## src/rtl/sdm_audio_pkg.sv

```systemverilog
// Shared types and sizes for the SDM audio path and its I2S output stage.
package sdm_audio_pkg;

  localparam int unsigned AUDIO_W   = 16;
  localparam int unsigned I2S_SLOTS = 2 * AUDIO_W;
  localparam int unsigned SLOT_W    = $clog2(I2S_SLOTS);

  typedef logic signed [AUDIO_W-1:0] audio_t;

  // One stereo frame as it sits in the shift register, left word in the MSBs
  typedef struct packed {
    audio_t left;
    audio_t right;
  } i2s_frame_t;

endpackage

```

## src/rtl/i2s_tx_if.sv

```systemverilog
// Sample-input and I2S-output bundle of the stereo I2S transmitter.
interface i2s_tx_if;
  import sdm_audio_pkg::*;

  logic   valid_in_l;
  audio_t audio_in_l;
  logic   valid_in_r;
  audio_t audio_in_r;
  logic   i2s_bclk;
  logic   i2s_lrclk;
  logic   i2s_sdata;
  logic   frame_start;
  logic   overrun_l;
  logic   overrun_r;
  logic   underrun;

  modport master (
    output valid_in_l, audio_in_l, valid_in_r, audio_in_r,
    input  i2s_bclk, i2s_lrclk, i2s_sdata, frame_start,
    input  overrun_l, overrun_r, underrun
  );

  modport slave (
    input  valid_in_l, audio_in_l, valid_in_r, audio_in_r,
    output i2s_bclk, i2s_lrclk, i2s_sdata, frame_start,
    output overrun_l, overrun_r, underrun
  );

endinterface

```

## src/rtl/i2s_bclk_gen.sv

```systemverilog
// Bit-clock divider: BCLK toggles every BCLK_DIV clk cycles; fall_c_o marks
// the cycle whose edge takes BCLK from 1 to 0.
module i2s_bclk_gen #(
  parameter int unsigned BCLK_DIV = 4
) (
  input  logic clk,
  input  logic rst_n,
  output logic bclk_o,
  output logic fall_c_o
);

  localparam int unsigned CNT_W = (BCLK_DIV > 1) ? $clog2(BCLK_DIV) : 1;

  logic [CNT_W-1:0] cnt_q, cnt_d;
  logic             bclk_q, bclk_d;
  logic             tc_c;

  always_comb begin
    tc_c   = (cnt_q == CNT_W'(BCLK_DIV - 1));
    cnt_d  = tc_c ? '0 : cnt_q + CNT_W'(1);
    bclk_d = tc_c ? ~bclk_q : bclk_q;
  end

  always_ff @(posedge clk or negedge rst_n) begin
    if (!rst_n) begin
      cnt_q  <= '0;
      bclk_q <= 1'b0;
    end else begin
      cnt_q  <= cnt_d;
      bclk_q <= bclk_d;
    end
  end

  assign bclk_o   = bclk_q;
  assign fall_c_o = tc_c & bclk_q;

endmodule

```

## src/rtl/i2s_tx.sv

```systemverilog
// Stereo Philips-I2S master: one pending sample per channel, repeat-last on
// underrun, 32-slot frame with the left MSB in slot 1.
module i2s_tx
  import sdm_audio_pkg::*;
#(
  parameter int unsigned BCLK_DIV = 4
) (
  input  logic     clk,
  input  logic     rst_n,
  i2s_tx_if.slave  bus
);

  logic                 bclk, fall_c, load_c;
  i2s_frame_t           frame_c;

  audio_t               pend_l_q, pend_l_d, pend_r_q, pend_r_d;
  logic                 pend_vld_l_q, pend_vld_l_d, pend_vld_r_q, pend_vld_r_d;
  audio_t               last_l_q, last_l_d, last_r_q, last_r_d;
  logic [SLOT_W-1:0]    slot_q, slot_d;
  logic [I2S_SLOTS-1:0] shift_q, shift_d;
  logic                 lrclk_q, lrclk_d;
  logic                 frame_start_q, frame_start_d;
  logic                 overrun_l_q, overrun_l_d, overrun_r_q, overrun_r_d;
  logic                 underrun_q, underrun_d;

  i2s_bclk_gen #(.BCLK_DIV(BCLK_DIV)) u_bclk_gen (
    .clk      (clk),
    .rst_n    (rst_n),
    .bclk_o   (bclk),
    .fall_c_o (fall_c)
  );

  always_comb begin
    pend_l_d      = pend_l_q;
    pend_r_d      = pend_r_q;
    pend_vld_l_d  = pend_vld_l_q;
    pend_vld_r_d  = pend_vld_r_q;
    last_l_d      = last_l_q;
    last_r_d      = last_r_q;
    slot_d        = slot_q;
    shift_d       = shift_q;
    frame_start_d = 1'b0;
    overrun_l_d   = 1'b0;
    overrun_r_d   = 1'b0;
    underrun_d    = 1'b0;

    load_c        = fall_c && (slot_q == '0);
    frame_c.left  = pend_vld_l_q ? pend_l_q : last_l_q;
    frame_c.right = pend_vld_r_q ? pend_r_q : last_r_q;

    if (fall_c) begin
      slot_d  = slot_q + SLOT_W'(1);
      shift_d = load_c ? frame_c : {shift_q[I2S_SLOTS-2:0], 1'b0};
    end

    // Load consumes the old pending values; a same-cycle valid refills below
    if (load_c) begin
      last_l_d      = frame_c.left;
      last_r_d      = frame_c.right;
      pend_vld_l_d  = 1'b0;
      pend_vld_r_d  = 1'b0;
      frame_start_d = 1'b1;
      underrun_d    = ~(pend_vld_l_q & pend_vld_r_q);
    end

    if (bus.valid_in_l) begin
      pend_l_d     = bus.audio_in_l;
      pend_vld_l_d = 1'b1;
      overrun_l_d  = pend_vld_l_q & ~load_c;
    end

    if (bus.valid_in_r) begin
      pend_r_d     = bus.audio_in_r;
      pend_vld_r_d = 1'b1;
      overrun_r_d  = pend_vld_r_q & ~load_c;
    end

    lrclk_d = (slot_d >= SLOT_W'(AUDIO_W));
  end

  always_ff @(posedge clk or negedge rst_n) begin
    if (!rst_n) begin
      pend_l_q      <= '0;
      pend_r_q      <= '0;
      pend_vld_l_q  <= 1'b0;
      pend_vld_r_q  <= 1'b0;
      last_l_q      <= '0;
      last_r_q      <= '0;
      slot_q        <= '0;
      shift_q       <= '0;
      lrclk_q       <= 1'b0;
      frame_start_q <= 1'b0;
      overrun_l_q   <= 1'b0;
      overrun_r_q   <= 1'b0;
      underrun_q    <= 1'b0;
    end else begin
      pend_l_q      <= pend_l_d;
      pend_r_q      <= pend_r_d;
      pend_vld_l_q  <= pend_vld_l_d;
      pend_vld_r_q  <= pend_vld_r_d;
      last_l_q      <= last_l_d;
      last_r_q      <= last_r_d;
      slot_q        <= slot_d;
      shift_q       <= shift_d;
      lrclk_q       <= lrclk_d;
      frame_start_q <= frame_start_d;
      overrun_l_q   <= overrun_l_d;
      overrun_r_q   <= overrun_r_d;
      underrun_q    <= underrun_d;
    end
  end

  assign bus.i2s_bclk    = bclk;
  assign bus.i2s_lrclk   = lrclk_q;
  assign bus.i2s_sdata   = shift_q[I2S_SLOTS-1];
  assign bus.frame_start = frame_start_q;
  assign bus.overrun_l   = overrun_l_q;
  assign bus.overrun_r   = overrun_r_q;
  assign bus.underrun    = underrun_q;

endmodule

```

## src/flat_wrapper.sv

```systemverilog
// flat-port wrapper written by rule: the top's interface ports become plain ports
module i2s_tx_flat import sdm_audio_pkg::*;
#(
  parameter int unsigned BCLK_DIV = 4
)
  (clk, rst_n, bus_valid_in_l, bus_audio_in_l, bus_valid_in_r, bus_audio_in_r, bus_i2s_bclk, bus_i2s_lrclk, bus_i2s_sdata, bus_frame_start, bus_overrun_l, bus_overrun_r, bus_underrun);
  i2s_tx_if bus_i ();
  input  logic clk;
  input  logic rst_n;
  input wire logic [$bits(bus_i.valid_in_l)-1:0] bus_valid_in_l;
  input wire logic [$bits(bus_i.audio_in_l)-1:0] bus_audio_in_l;
  input wire logic [$bits(bus_i.valid_in_r)-1:0] bus_valid_in_r;
  input wire logic [$bits(bus_i.audio_in_r)-1:0] bus_audio_in_r;
  output wire logic [$bits(bus_i.i2s_bclk)-1:0] bus_i2s_bclk;
  output wire logic [$bits(bus_i.i2s_lrclk)-1:0] bus_i2s_lrclk;
  output wire logic [$bits(bus_i.i2s_sdata)-1:0] bus_i2s_sdata;
  output wire logic [$bits(bus_i.frame_start)-1:0] bus_frame_start;
  output wire logic [$bits(bus_i.overrun_l)-1:0] bus_overrun_l;
  output wire logic [$bits(bus_i.overrun_r)-1:0] bus_overrun_r;
  output wire logic [$bits(bus_i.underrun)-1:0] bus_underrun;
  assign bus_i.valid_in_l = bus_valid_in_l;
  assign bus_i.audio_in_l = bus_audio_in_l;
  assign bus_i.valid_in_r = bus_valid_in_r;
  assign bus_i.audio_in_r = bus_audio_in_r;
  assign bus_i2s_bclk = bus_i.i2s_bclk;
  assign bus_i2s_lrclk = bus_i.i2s_lrclk;
  assign bus_i2s_sdata = bus_i.i2s_sdata;
  assign bus_frame_start = bus_i.frame_start;
  assign bus_overrun_l = bus_i.overrun_l;
  assign bus_overrun_r = bus_i.overrun_r;
  assign bus_underrun = bus_i.underrun;
  i2s_tx #(.BCLK_DIV(BCLK_DIV)) u_core (.clk(clk), .rst_n(rst_n), .bus(bus_i));
endmodule
```

## config.mk

```make
export PLATFORM = sky130hd
export DESIGN_NAME = i2s_tx_flat
export DESIGN_NICKNAME = d
export VERILOG_FILES = /design/src/rtl/sdm_audio_pkg.sv /design/src/rtl/i2s_tx_if.sv /design/src/rtl/i2s_bclk_gen.sv /design/src/rtl/i2s_tx.sv /design/src/flat_wrapper.sv
export SDC_FILE = /design/constraint.sdc
export NUM_CORES = 1
export LEC_CHECK = 0
export CORE_MARGIN = 4
export CORE_UTILIZATION = 45
export CTS_CLUSTER_SIZE = 24
export DETAILED_ROUTE_END_ITERATION = 6
export PLACE_DENSITY = 0.76
export SETUP_SLACK_MARGIN = 0.15
export SYNTH_ARGS = -nofsm -noshare
export SYNTH_HDL_FRONTEND = slang
export SYNTH_HIERARCHICAL = 1
export SYNTH_SLANG_ARGS = --single-unit
```

## constraint.sdc

```tcl
create_clock -name clk -period 1.8 [get_ports clk]
set_input_delay 0.18 -clock clk [delete_from_list [all_inputs] [get_ports clk]]
set_output_delay 0.18 -clock clk [all_outputs]
set_load 0.005 [all_outputs]
```

==> results.ini, run 1 <==
[worst_setup_path]
r2r-end = u_core/shift_q[27]$_DFFE_PN0P_
end_kind = register
startpoint_type = register
cp_cell_sequence = inv_2 > ha_4 > nor4b_4 > buf_4 > buf_12 > nor2_4 > buf_12 > a221o_1
worstPathRequired_ps = 2060
cp_max_fo = 10
critPathArrivalTime_ps = 1980
cp_slowest_cell = dfrtp_1
rr_worst_depth = 8
worstSetupPathType = reg -> reg
cp_common_cell = buf_12
cpPeakStageDelay_ps = 400
reg2reg_slack_ps = 80

[cts]
cts_tree = done
cts.sinks = 110
clk_pin_slew_ps = 100
clock_latency_ps = 380
clockBufferDepth = 2
htree_levels = 3
cts_made_buffers = 9
cts-root-buf = clkbuf_8

[place]
dp_hpwl_um = 5748
placed_cell_area_um2 = 5520
portBuffers = 42
dp_cells = 503
place.gp.congestion = 0.7234

[cells_and_area]
final_common_cell = dfrtp_1
fillerInstances = 793
diodes = 0
final_cell_area_um2 = 6022
syn_to_final_growth_pct = 26.76
stdcell_count = 529
layout-drive-gt1-share = 0.3461
final_cell_mix = dfrtp_1 (109), clkdlybuf4s50_1 (41), mux2i_1 (32), mux2_2 (32), a221o_1 (31)
layout.nets = 427

[sta]
finalSetupViolations = 0
worst_pin_slew_ps = 581.2
maxClockFrequency_mhz = 581.4
final_hold_viol_count = 0
rsz0062_at_grt = true
final_max_slew_viol_count = 0
maxSlewHeadroom = 0.6126
period_share = 0.9555
fin_skew_ps = 14.26
setup_tns_ps = 0
worst_hold_slack_ps = 397.4
period_minus_slack_ps = 1720

[drt]
vias_per_cell = 5.480
wl_met2_um = 4532
drtIter0Drc = 195
wire_per_inst_um = 17.09
detail_route.first_pass.iterations = 4
wl_um = 9038
drcViolationCount = 0
routed.top_layer = met4
final_antenna_net_count = 0
dr_wl_met3_um = 332
drt-met1-wl_um = 4024
vias = 2899

[floorplanning]
start_util = 0.4602
die_x_um = 110.8
die_area_um2 = 12270
coreArea_um2 = 10320
fp-row-count = 37
pin_count = 43
fp.dieH_um = 110.8

[global_routing]
grt_pass1_vias = 3172
grt_max_degree = 111
globalRouteOverflowTotal = 0
antenna_found_initial = 0
grt_use_total = 0.1564
grt_pass1_wl_um = 15860

[synthesis]
synth_xor_area_frac = 0.009218
synth.distinct_cells = 28
synth_compound_area_frac = 0.1072
yosys_warnings = 6
synth_simple_gate_area_frac = 0.09745
netlist_area_um2 = 4751
synth-edff-count = 0
synthArstFlopShare = 1.000
synthMuxAreaShare = 0.1670
syn_area_per_cell_um2 = 14.62
synth_fa_ha_area_frac = 0.007901
synth_cells = 325
ys_seq_area_frac = 0.5794
syn_nets = 364
synth_ff_type = dfrtp_1
synth_top_family_by_area = multiplexers
ys_ff_latch = 110

[pwr]
intPower_w = 0.003473
switching_power_w = 0.001114
combPwrFrac = 0.101
total_power_w = 0.004587
p_per_area_nw_per_um2 = 761.6
max-vdd-ir-drop_v = 0.0007356
p_leak_nw = 2.915
p_sw_frac = 0.2428
p_seq_frac = 0.613
power_frac_clock = 0.287

[run_status]
status = finished clean

[run]
maxCapViolCount = 0

[worst_hold_path]
hold_class = in -> async

-- cells in the mapped netlist, types with 2 or more instances --
cell type    n  area (µm²)
nor3_2      19       190.2
nand2_1      3       11.26
clkbuf_1    14       52.55
buf_6        2       22.52
xnor2_1      3       26.28
nand4_1      2       12.51
buf_2        6       30.03
dfrtp_1    110        2753
a21o_1      24       180.2
buf_1        3       11.26
nor2_1       2       7.510
mux2_2      42       473.0
nor3_4      11       178.9
a221o_1     31       310.3
xor2_1       2       17.52
mux2i_1     32       320.3
ha_1         3       37.54
inv_1        3       11.26
and3_1       4       25.02
-- cells by family (layout without fill, tap and decap cells) --
logic type                 count (synthesis)  after routing
xor gates and xnor gates                   5              5
AOI/OAI and AO/OA                         58             58
muxes                                     74             74
buffers and inverters                     30             98
DFF                                      110            110
and+or+nand+nor                           45             45
adders and majority gates                  3              3
-- sequential cells by signal (all words and copies together), names as in the netlist, named ones only --
register	flops
u_core/bus.frame_start	1
u_core/bus.overrun_l	1
u_core/bus.overrun_r	1
u_core/bus.underrun	1
u_core/last_l_q	16
u_core/last_r_q	16
u_core/pend_l_q	16
u_core/pend_r_q	16
u_core/pend_vld_l_q	1
u_core/pend_vld_r_q	1
u_core/shift_q	32
u_core/slot_q	1
u_core/u_bclk_gen/bclk_o	1
u_core/u_bclk_gen/cnt_q	2
-- layout make-up --
| class | count | area, µm² | share of cell area |
|---|---|---|---|
| Clock inverter | 5 | 36.28 | 0.006025 |
| Timing Repair Buffer | 78 | 917.1 | 0.1523 |
| Inverter | 4 | 20.02 | 0.003324 |
| Tap cell | 136 | 170.2 | 0.02826 |
| Clock buffer | 11 | 131.4 | 0.02182 |
| Multi-Input combinational cell | 185 | 1993 | 0.3310 |
| Sequential cell | 110 | 2754 | 0.4573 |
-- per-stage QoR --
stage	worst slack, ps	utilization
2_1_floorplan	135.5	-
3_3_place_gp	-52.35	0.5347
3_5_place_dp	-140.4	0.5347
4_1_cts	92.45	0.5748
5_1_grt	6.159	0.5833
6_report	80.07	0.5833
-- power by group through the flow --
stage | Combinational [W] | Clock, W | Sequential [W]
2_1_floorplan | 0.000274 | 0 | 0.00281
3_3_place_gp | 0.000430 | 0 | 0.00284
3_5_place_dp | 0.000449 | 0 | 0.00285
4_1_cts | 0.000467 | 0.00137 | 0.00281
5_1_grt | 0.000513 | 0.00146 | 0.00284
6_report | 0.000462 | 0.00131 | 0.00281
-- worst max-delay path by stage --
stage	to	slack, ps	start
global route	u_core/shift_q[27]$_DFFE_PN0P_	6	register
detailed placement	u_core/shift_q[31]$_DFFE_PN0P_	-140	register
global placement	u_core/shift_q[31]$_DFFE_PN0P_	-50	register
finish	u_core/shift_q[27]$_DFFE_PN0P_	80	register
CTS	u_core/shift_q[10]$_DFFE_PN0P_	90	register
floorplan	u_core/last_l_q[10]$_DFFE_PN0P_	140	u_core/slot_q[0]$_DFF_PN0_
-- repair_timing --
| item | in CTS | in global routing |
|---|---|---|
| cloned | 3 | 1 |
| pin swaps | 10 | 3 |
| hold endpoints to repair | 110 | 0 |
| setup endpoints to repair | 67 | 69 |
| hold buffers | 1 | 0 |
| setup buffers | 5 | 0 |
| resized for setup | 31 | 13 |
-- worst max-delay path, delay by kind of cell, from the launching register on --
kind / cells / cell delay [ps]
AOI/OAI and AO/OA: 1 / 310
DFF: 1 / 400
adders and majority gates: 1 / 140
buffers and inverters: 4 / 510
and+or+nand+nor: 2 / 240
-- per-layer routing --
layer / GRT usage / vias to the layer above
met5: 0 / -
met4: 0.04680 / 0
met3: 0.04094 / 14
met2: 0.2532 / 58
met1: 0.2077 / 1481
li1: - / 1346
No activity file was read; power rests on OpenSTA's default activity.
==> run 2, diff against run 1 <==
--- a/config.mk
+++ b/config.mk
@@ -9,9 +9,10 @@
 export CORE_UTILIZATION = 45
 export CTS_CLUSTER_SIZE = 24
 export DETAILED_ROUTE_END_ITERATION = 6
-export PLACE_DENSITY = 0.76
+export DONT_BUFFER_PORTS = 1
+export PLACE_DENSITY = 0.71
 export SETUP_SLACK_MARGIN = 0.15
+export SLEW_MARGIN = 20
 export SYNTH_ARGS = -nofsm -noshare
 export SYNTH_HDL_FRONTEND = slang
-export SYNTH_HIERARCHICAL = 1
 export SYNTH_SLANG_ARGS = --single-unit
==> run 2 against run 1 <==
Clock-buffer cell count decreased by 1. Clock skew increased by 2.8 ps. Power increased by 0.38%. Clock power increased by 11%. The flow now finishes with violations (hold timing, setup timing). Largest power group unchanged. Core utilization decreased by 2.6 points. Flip-flop and latch count unchanged. Non-clock buffer count decreased by 23. Register-to-register slack got worse by 140 ps. Worst hold slack got worse by 920 ps. Combinational power decreased by 25%. Final cell count decreased by 4.7%.
==> results.ini, run 2 <==
[cells_and_area]
multi_input_area_um2 = 1775
syn_to_final_growth_pct = 21.04
seqCellArea_um2 = 2753
layout-drive-gt1-share = 0.2938
final_cell_mix = dfrtp_1 (110), dlygate4sd3_1 (34), a21o_1 (33)
layout.nets = 405
fillerInstances = 805
final_util = 0.5575
largest_reg_flops = 32
stdcell_count = 504
diodes = 0
final_cell_area_um2 = 5449
final_common_cell = dfrtp_1
largest-register = u_core.shift_q

[sta]
worst_hold_slack_ps = -520.3
finalSetupViolations = 41
fin_ws_ps = -60.49
fin_skew_ps = 17.02
maxClockFrequency_mhz = 537.5
final_max_slew_viol_count = 0
rsz0062_at_grt = true
final_hold_viol_count = 110
period_share = 1.034
worst_pin_slew_ps = 882.9
maxSlewHeadroom = 0.4094
period_minus_slack_ps = 1860

[worst_setup_path]
worstSetupPathType = reg -> reg
cp_max_fo = 29
reg2reg_slack_ps = -60
end_kind = register
startpoint_type = register
critPathArrivalTime_ps = 2130
worstPathRequired_ps = 2070
worstSetupEndpoint = u_core.last_r_q[1]$_DFFE_PN0P_
cp-startpoint = u_core.slot_q[0]$_DFF_PN0_
worstReg2RegStart = u_core.slot_q[0]$_DFF_PN0_
rr_worst_depth = 6
r2r-end = u_core.last_r_q[1]$_DFFE_PN0P_

[place]
dp_hpwl_um = 5170
portBuffers = 0
placed_cell_area_um2 = 4691
dp_slack_ps = -99.06
place.gp.congestion = 0.7720
dp_cells = 450

[pwr]
p_sw_frac = 0.2406
power_frac_clock = 0.316
intPower_w = 0.003496
p_seq_frac = 0.609
combPwrFrac = 0.075
switching_power_w = 0.001108
max-vdd-ir-drop_v = 0.0004344
p_leak_nw = 2.553
p_per_area_nw_per_um2 = 844.9

[floorplanning]
pin_count = 43
fp.dieH_um = 108.0
coreArea_um2 = 9774
die_x_um = 108.0
fp-row-count = 36
start_util = 0.4606
die_area_um2 = 11670

[drt]
drtIter0Drc = 150
wl_um = 8728
final_antenna_net_count = 0
vias = 2796
vias_per_cell = 5.548
drcViolationCount = 0
detail_route.first_pass.iterations = 4
wire_per_inst_um = 17.32

[cts]
cts_tree = done
clock_latency_ps = 380
cts_made_buffers = 9
cts.sinks = 110
cts_hold_buffers = 34
cts-root-buf = clkbuf_8
clockBufferDepth = 2
htree_levels = 3
clk_pin_slew_ps = 110

[synthesis]
syn_nets = 365
yosys_warnings = 0
synth_fa_ha_area_frac = 0.008338
synth-edff-count = 0
synthMuxAreaShare = 0.1537
synth_top_area_share = 0.6115
synth_ff_type = dfrtp_1
yosysTopAreaCell = dfrtp_1
synth_simple_gate_area_frac = 0.05309
yosys-top-cells-area = dfrtp_1 (61%), mux2_2 (8.3%), mux2i_1 (7.1%)
ys_seq_area_frac = 0.6115
yosys-top-cells-count = dfrtp_1 (110), a21o_1 (33), mux2_2 (33), mux2i_1 (32)
synth_cells = 326
synth_top_family_by_area = multiplexers
synth_compound_area_frac = 0.1273
yosysMostFrequentCell = dfrtp_1
netlist_area_um2 = 4502
synth.distinct_cells = 27
synthArstFlopShare = 1.000
ys_ff_latch = 110
syn_area_per_cell_um2 = 13.81
synth_xor_area_frac = 0.009728

[global_routing]
grt_pass1_vias = 2970
grt_max_degree = 111
antenna_found_initial = 0
globalRouteOverflowTotal = 0
grt_use_total = 0.1554
grt_pass1_wl_um = 14320

[worst_hold_path]
hold_class = in -> async

[run_status]
violations = hold timing, setup timing
status = complete, but fails checks

[run]
maxCapViolCount = 0

## run 2: cell types whose count changed in the layout (fill, tap and decap cells not counted), moves of 8 or more
cell,change
nor3_4,-19
nor3_2,+17
mux2_4,-9
buf_12,-8
dlygate4sd3_1,+33
clkdlybuf4s50_1,-41
a21o_1,+9
## run 2: how the worst min path moves through the flow
| stage | end | slack, ps | depth (start not counted) |
|---|---|---|---|
| final | u_core.pend_r_q[7]$_DFFE_PN0P_ | -520 | 0 |
| after floorplan | async pin | -120 | 0 |
| after CTS | u_core.pend_r_q[7]$_DFFE_PN0P_ | -540 | 0 |
| after detailed placement | u_core.pend_r_q[7]$_DFFE_PN0P_ | -110 | 0 |
| after global placement | u_core.pend_r_q[9]$_DFFE_PN0P_ | -110 | 0 |
| after global routing | u_core.pend_r_q[7]$_DFFE_PN0P_ | -550 | 0 |
## run 2: area by class of cell
type,instances,area share
multi-input combinational,187,0.3258
sequential,110,0.5052
timing repair buffer,55,0.09966
inverter,3,0.002067
tap,133,0.03054
clock inverter,6,0.01148
clock buffer,10,0.02526
## run 2: worst max-delay path, stage by stage, from the launching register on
cell     delay (ps)
dfrtp_1         400
inv_2            90
ha_4            130
or4b_4          500
or2_4           280
buf_12          170
a21o_1          190
## run 2: what timing repair did
item                                   in CTS  in global routing
gates cloned                                0                  1
resized for setup                          11                 30
pin swaps                                   1                  0
buffers inserted                            3                  0
endpoints found under the hold margin     146                110
setup endpoints to repair                  70                 70
## run 2: through the flow
stage,total power (W),TNS [ps],hold slack (ps)
2_1_floorplan,0.003054,-6200,-115.6
3_3_place_gp,0.003091,-705.1,-113.2
3_5_place_dp,0.003112,-5420,-112.5
4_1_cts,0.004648,-1224,-540.1
5_1_grt,0.004800,-5703,-551.3
6_report,0.004604,-1326,-520.3
## run 2: power by group through the flow
stage,Clock [W],Combinational [W],Sequential (W)
finish,0.00145,0.000345,0.00281
detailed placement,0,0.000259,0.00285
global route,0.00159,0.000381,0.00283
CTS,0.00151,0.000336,0.00280
floorplan,0,0.000247,0.00281
global placement,0,0.000245,0.00285
## run 2: layer usage
layer,share of wire,vias up,GRT usage
li1,-,1289,-
met1,0.46,1443,0.2131
met2,0.48,56,0.2425
met3,0.046,8,0.04239
met4,0.012,0,0.04869
met5,0,-,0
## run 2: cell families (layout without fill, tap and decap cells)
logic type / after synthesis / in the layout
AO/OA/AOI/OAI: 67 / 67
buffers and inverters: 30 / 74
XOR/XNOR: 5 / 5
flip-flops: 110 / 110
adder cells (fa/ha/maj): 3 / 3
multiplexers: 65 / 65
AND/OR/NAND/NOR: 46 / 47
==> run 3, diff against run 2 <==
--- a/config.mk
+++ b/config.mk
@@ -6,13 +6,14 @@
 export NUM_CORES = 1
 export LEC_CHECK = 0
 export CORE_MARGIN = 4
-export CORE_UTILIZATION = 45
+export CORE_UTILIZATION = 53
 export CTS_CLUSTER_SIZE = 24
 export DETAILED_ROUTE_END_ITERATION = 6
 export DONT_BUFFER_PORTS = 1
-export PLACE_DENSITY = 0.71
+export PLACE_DENSITY = 0.8
 export SETUP_SLACK_MARGIN = 0.15
 export SLEW_MARGIN = 20
 export SYNTH_ARGS = -nofsm -noshare
 export SYNTH_HDL_FRONTEND = slang
+export SYNTH_HIERARCHICAL = 1
 export SYNTH_SLANG_ARGS = --single-unit
==> run 3 against run 2 <==
The run ends with hold timing left. Sequential power hardly changed. Power is 3.1% higher. Global-route usage is 3.4 points higher. Clock skew is 1.2 ps lower. Core utilization is 12 points higher. Clock power is 6% higher. Critical path depth stayed put. Largest cell class unchanged. Highest routed layer unchanged.
==> results.ini, run 3 (synthesis gave the netlist of run 1 again) <==
[cts]
cts_tree = done
clockBufferDepth = 2
clk_pin_slew_ps = 110
htree_levels = 3
cts-root-buf = clkbuf_8
cts_made_buffers = 9
cts_hold_buffers = 34
cts.sinks = 110
clock_latency_ps = 370

[place]
placed_cell_area_um2 = 4955
dp_hpwl_um = 5390
place.gp.congestion = 0.7983
portBuffers = 0
dp_cells = 428

[drt]
wl_um = 9428
vias = 2907
drcViolationCount = 0
detail_route.first_pass.iterations = 4
wl_met2_um = 4707
routed.top_layer = met4
wire_per_inst_um = 19.40
vias_per_cell = 5.981
drtIter0Drc = 143
drt-met1-wl_um = 4144
final_antenna_net_count = 0
dr_wl_met3_um = 409

[floorplanning]
start_util = 0.5448
fp-row-count = 34
coreArea_um2 = 8721
die_area_um2 = 10540
fp.dieH_um = 102.7
die_x_um = 102.7
pin_count = 43

[cells_and_area]
final_cell_mix = dfrtp_1 (110), dlygate4sd3_1 (34), mux2i_1 (32), mux2_2 (32), a221o_1 (31)
layout.nets = 412
final_cell_area_um2 = 5873
syn_to_final_growth_pct = 23.62
seqCellArea_um2 = 2753
final_common_cell = dfrtp_1
diodes = 0
stdcell_count = 486
fillerInstances = 569
largest-register = u_core/shift_q
multi_input_area_um2 = 2057
largest_reg_flops = 32
layout-drive-gt1-share = 0.3439
final_util = 0.6735

[run]
maxCapViolCount = 0

[worst_setup_path]
critical_path_buf_inv_count = 2
rr_worst_depth = 6
critPathArrivalTime_ps = 2050
worstPathRequired_ps = 2100
startpoint_type = register
reg2reg_slack_ps = 50
cp_cell_sequence = inv_2 > ha_4 > or4b_4 > buf_12 > nor3_4 > a221o_1
cpPeakStageDelay_ps = 560
r2r-end = u_core/shift_q[10]$_DFFE_PN0P_
end_kind = register
critical_path.top_delay_family = simple AND/OR/NAND/NOR gates
cp_max_fo = 8
worstSetupPathType = reg -> reg
cp_slowest_cell = or4b_4

[sta]
period_minus_slack_ps = 1746
rsz0062_at_grt = true
worst_hold_slack_ps = -500.4
worst_pin_slew_ps = 935.6
maxSlewHeadroom = 0.3742
final_max_slew_viol_count = 0
final_hold_viol_count = 110
period_share = 0.9703
maxClockFrequency_mhz = 572.6
finalSetupViolations = 0
fin_skew_ps = 15.86

[global_routing]
antenna_found_initial = 0
globalRouteOverflowTotal = 0
grt_pass1_vias = 3101
grt_pass1_wl_um = 15520
grt_max_degree = 111
grt_use_total = 0.1890

[pwr]
total_power_w = 0.004745
p_seq_frac = 0.592
max-vdd-ir-drop_v = 0.0005289
p_leak_nw = 2.890
power_frac_clock = 0.324
p_per_area_nw_per_um2 = 808.0
combPwrFrac = 0.083
p_sw_frac = 0.2411
switching_power_w = 0.001144
intPower_w = 0.003601

[worst_hold_path]
hold_class = in -> async

[run_status]
status = complete, but fails checks
violations = hold timing

run 3: through the flow:
| stage | worst slack [ps] | setup TNS [ps] |
|---|---|---|
| floorplan | 135.5 | 0 |
| global placement | -27.53 | -384.9 |
| detailed placement | -167.3 | -5410 |
| CTS | 84.00 | 0 |
| global route | -9.248 | -9.248 |
| finish | 53.54 | 0 |
run 3: layout make-up:
type,instances,area share
Sequential cell,110,0.4687
Multi-Input combinational cell,185,0.3502
Timing Repair Buffer,63,0.1189
Tap cell,108,0.02301
Clock buffer,9,0.02109
Clock inverter,7,0.01427
Inverter,4,0.003835
run 3: worst max path at each step:
stage / start / endpoint / slack, ps / cells past startpoint
floorplan: u_core/slot_q[0]$_DFF_PN0_ / u_core/last_l_q[10]$_DFFE_PN0P_ / 140 / 6
global placement: register / u_core/shift_q[2]$_DFFE_PN0P_ / -30 / 6
detailed placement: u_core/slot_q[0]$_DFF_PN0_ / u_core/shift_q[3]$_DFFE_PN0P_ / -170 / 6
CTS: register / u_core/shift_q[3]$_DFFE_PN0P_ / 80 / 6
global route: register / u_core/shift_q[10]$_DFFE_PN0P_ / -9 / 6
finish: register / u_core/shift_q[10]$_DFFE_PN0P_ / 50 / 6
run 3: power groups by stage:
stage / Clock, W / Sequential (W) / Combinational [W]
floorplan: 0 / 0.00281 / 0.000274
global placement: 0 / 0.00284 / 0.000274
detailed placement: 0 / 0.00285 / 0.000293
CTS: 0.00158 / 0.00281 / 0.000393
global route: 0.00167 / 0.00284 / 0.000429
finish: 0.00154 / 0.00281 / 0.000395
run 3: worst register-to-register path: stages (launching register included):
cell,delay (ps)
dfrtp_1,410
inv_2,90
ha_4,140
or4b_4,560
buf_12,200
nor3_4,140
a221o_1,150
run 3: repair_timing:
| action | 4_1_cts | 5_1_grt |
|---|---|---|
| setup endpoints to repair | 67 | 66 |
| hold endpoints to repair | 146 | 110 |
| cloned | 1 | 3 |
| resized for setup | 48 | 21 |
| pin swaps | 34 | 3 |
| setup buffers | 3 | 1 |
run 3: metal layers:
metal	vias to the layer above	track usage
li1	1318	-
met1	1502	0.2546
met2	71	0.3014
met3	16	0.04668
met4	0	0.06559
met5	-	0
==> RTL edit: new RTL, settings of run 2 <==
Reset style: synchronous (`rst_n`), changed in 2 clocked blocks.
--- a/src/rtl/i2s_bclk_gen.sv
+++ b/src/rtl/i2s_bclk_gen.sv
@@ -21,7 +21,7 @@
     bclk_d = tc_c ? ~bclk_q : bclk_q;
   end
 
-  always_ff @(posedge clk or negedge rst_n) begin
+  always_ff @(posedge clk) begin
     if (!rst_n) begin
       cnt_q  <= '0;
       bclk_q <= 1'b0;
--- a/src/rtl/i2s_tx.sv
+++ b/src/rtl/i2s_tx.sv
@@ -78,7 +78,7 @@
     lrclk_d = (slot_d >= SLOT_W'(AUDIO_W));
   end
 
-  always_ff @(posedge clk or negedge rst_n) begin
+  always_ff @(posedge clk) begin
     if (!rst_n) begin
       pend_l_q      <= '0;
       pend_r_q      <= '0;
Behaviour: differs if rst_n is asserted again (counterexample within 4 cycles, from zero or initial values and one cycle with rst_n low); with rst_n held inactive, the same outputs for 10 cycles.
==> RTL edit against run 2 <==
  * Wire length up 25%
  * Sequential cell count unchanged
  * Core utilization up 5.3 points
  * Die area up 1.7%
  * Critical path type unchanged
  * Cell area up 11%
  * The run ends with negative hold slack left
  * Global-route usage up 1.6 points
  * Worst setup slack better by 0.10 ns
  * Synthesized area up 1.8%
  * Largest power group unchanged
  * Power down 2.6%
==> RTL edit: results <==
group,metric,value,unit
outcome,status,"finished with violations",
outcome,violations,"negative hold slack",
worst_setup_path,cpPeakStageDelay,0.53,ns
global_route,grt_pass1_wl,16.2,mm
place,dp.final_hpwl,5.80,mm
detailed_routing,vias,3718,
detailed_routing,route.met3.wl,589,µm
finish,buffers_excl_clock,85,
logic_synthesis,synthFlopType,"dfxtp_1",
logic_synthesis,ys_types,38,
timing,fmax,0.568,GHz
power_and_ir_drop,swShare,0.222,
finish,nonClkBufAreaFrac,0.154,
logic_synthesis,synth_top_area_share,0.480,
finish,nFillCells,814,
hold_path,worstHoldPathType,"primary input to register",
timing,hold_viol_final,8,
finish,regArea,2200,µm²
global_route,use_met3,0.0515,
place,dp.cells,580,
logic_synthesis,synth_common_cells,"dfxtp_1 (110), mux2i_1 (64), nand2_1 (48), nor2b_1 (32), nand3_1 (31)",
finish,layout.non_clock_inverters,2,
finish,fin_area,6020,µm²
worst_setup_path,rrSetupSlack,0.04,ns
die,die_x,109,µm
finish,layout-drive-gt1-share,0.212,
timing,whs,-0.0180,ns
place,gp_congestion,0.762,
global_route,grtUsageTotal,0.172,
logic_synthesis,synth_area_leaders,"dfxtp_1 (48%), mux2i_1 (14%), nor2b_1 (4.4%)",
detailed_routing,dr.pass1.iters,5,
worst_setup_path,arrival,2.07,ns
cts,clk_pin_slew_worst_paths,0.09,ns
logic_synthesis,synthArstFlopShare,0,
finish,multiInputGateArea,2490,µm²
-- RTL edit: cell count changes after synthesis, moves of 31 or more --
cell     before  now
nand2_1       4   48
dfxtp_1       0  110
a221o_1      31    0
mux2i_1      32   64
dfrtp_1     110    0
nor2b_1       0   32
a21o_1       33    0
-- RTL edit: cells by family after synthesis --
| family | Yosys count | synth area share |
|---|---|---|
| mux | 67 | 0.147 |
| buf+inv | 47 | 0.0442 |
| simple gates | 190 | 0.221 |
| compound gates | 55 | 0.0939 |
| xor+xnor | 3 | 0.00573 |
| fa+ha+maj | 3 | 0.00819 |
| flops | 110 | 0.480 |
-- RTL edit: final timing paths --
check                         to           startpoint
min           u_core.pend_r_q[5]    bus_audio_in_r[5]
max          u_core.last_l_q[12]     u_core.slot_q[0]
max reg2reg  u_core.last_l_q[12]     u_core.slot_q[0]
min reg2reg  u_core.last_l_q[15]  u_core.last_l_q[15]
-- RTL edit: repair_timing --
action                                 in CTS  in global routing
endpoints found under the hold margin     104                 65
setup endpoints to repair                  58                 63
resized for setup                          19                 52
buffers inserted                            6                  5
pin swaps                                   0                  8
hold buffers                               28                 25
cloned                                      2                  3
-- RTL edit: power by group through the flow --
stage | Combinational (mW) | Clock (mW) | Sequential, mW
2_1_floorplan | 0.226 | 0 | 2.57
3_3_place_gp | 0.204 | 0 | 2.58
3_5_place_dp | 0.210 | 0 | 2.58
4_1_cts | 0.257 | 1.66 | 2.53
5_1_grt | 0.371 | 1.76 | 2.53
6_report | 0.342 | 1.62 | 2.53
-- RTL edit: worst register-to-register path: stages (launching register included) --
cell and delay, ns:
dfxtp_2 0.34, inv_2 0.07, ha_4 0.12, or4b_4 0.53
buf_12 0.21, or3_4 0.36, o21ai_1 0.08
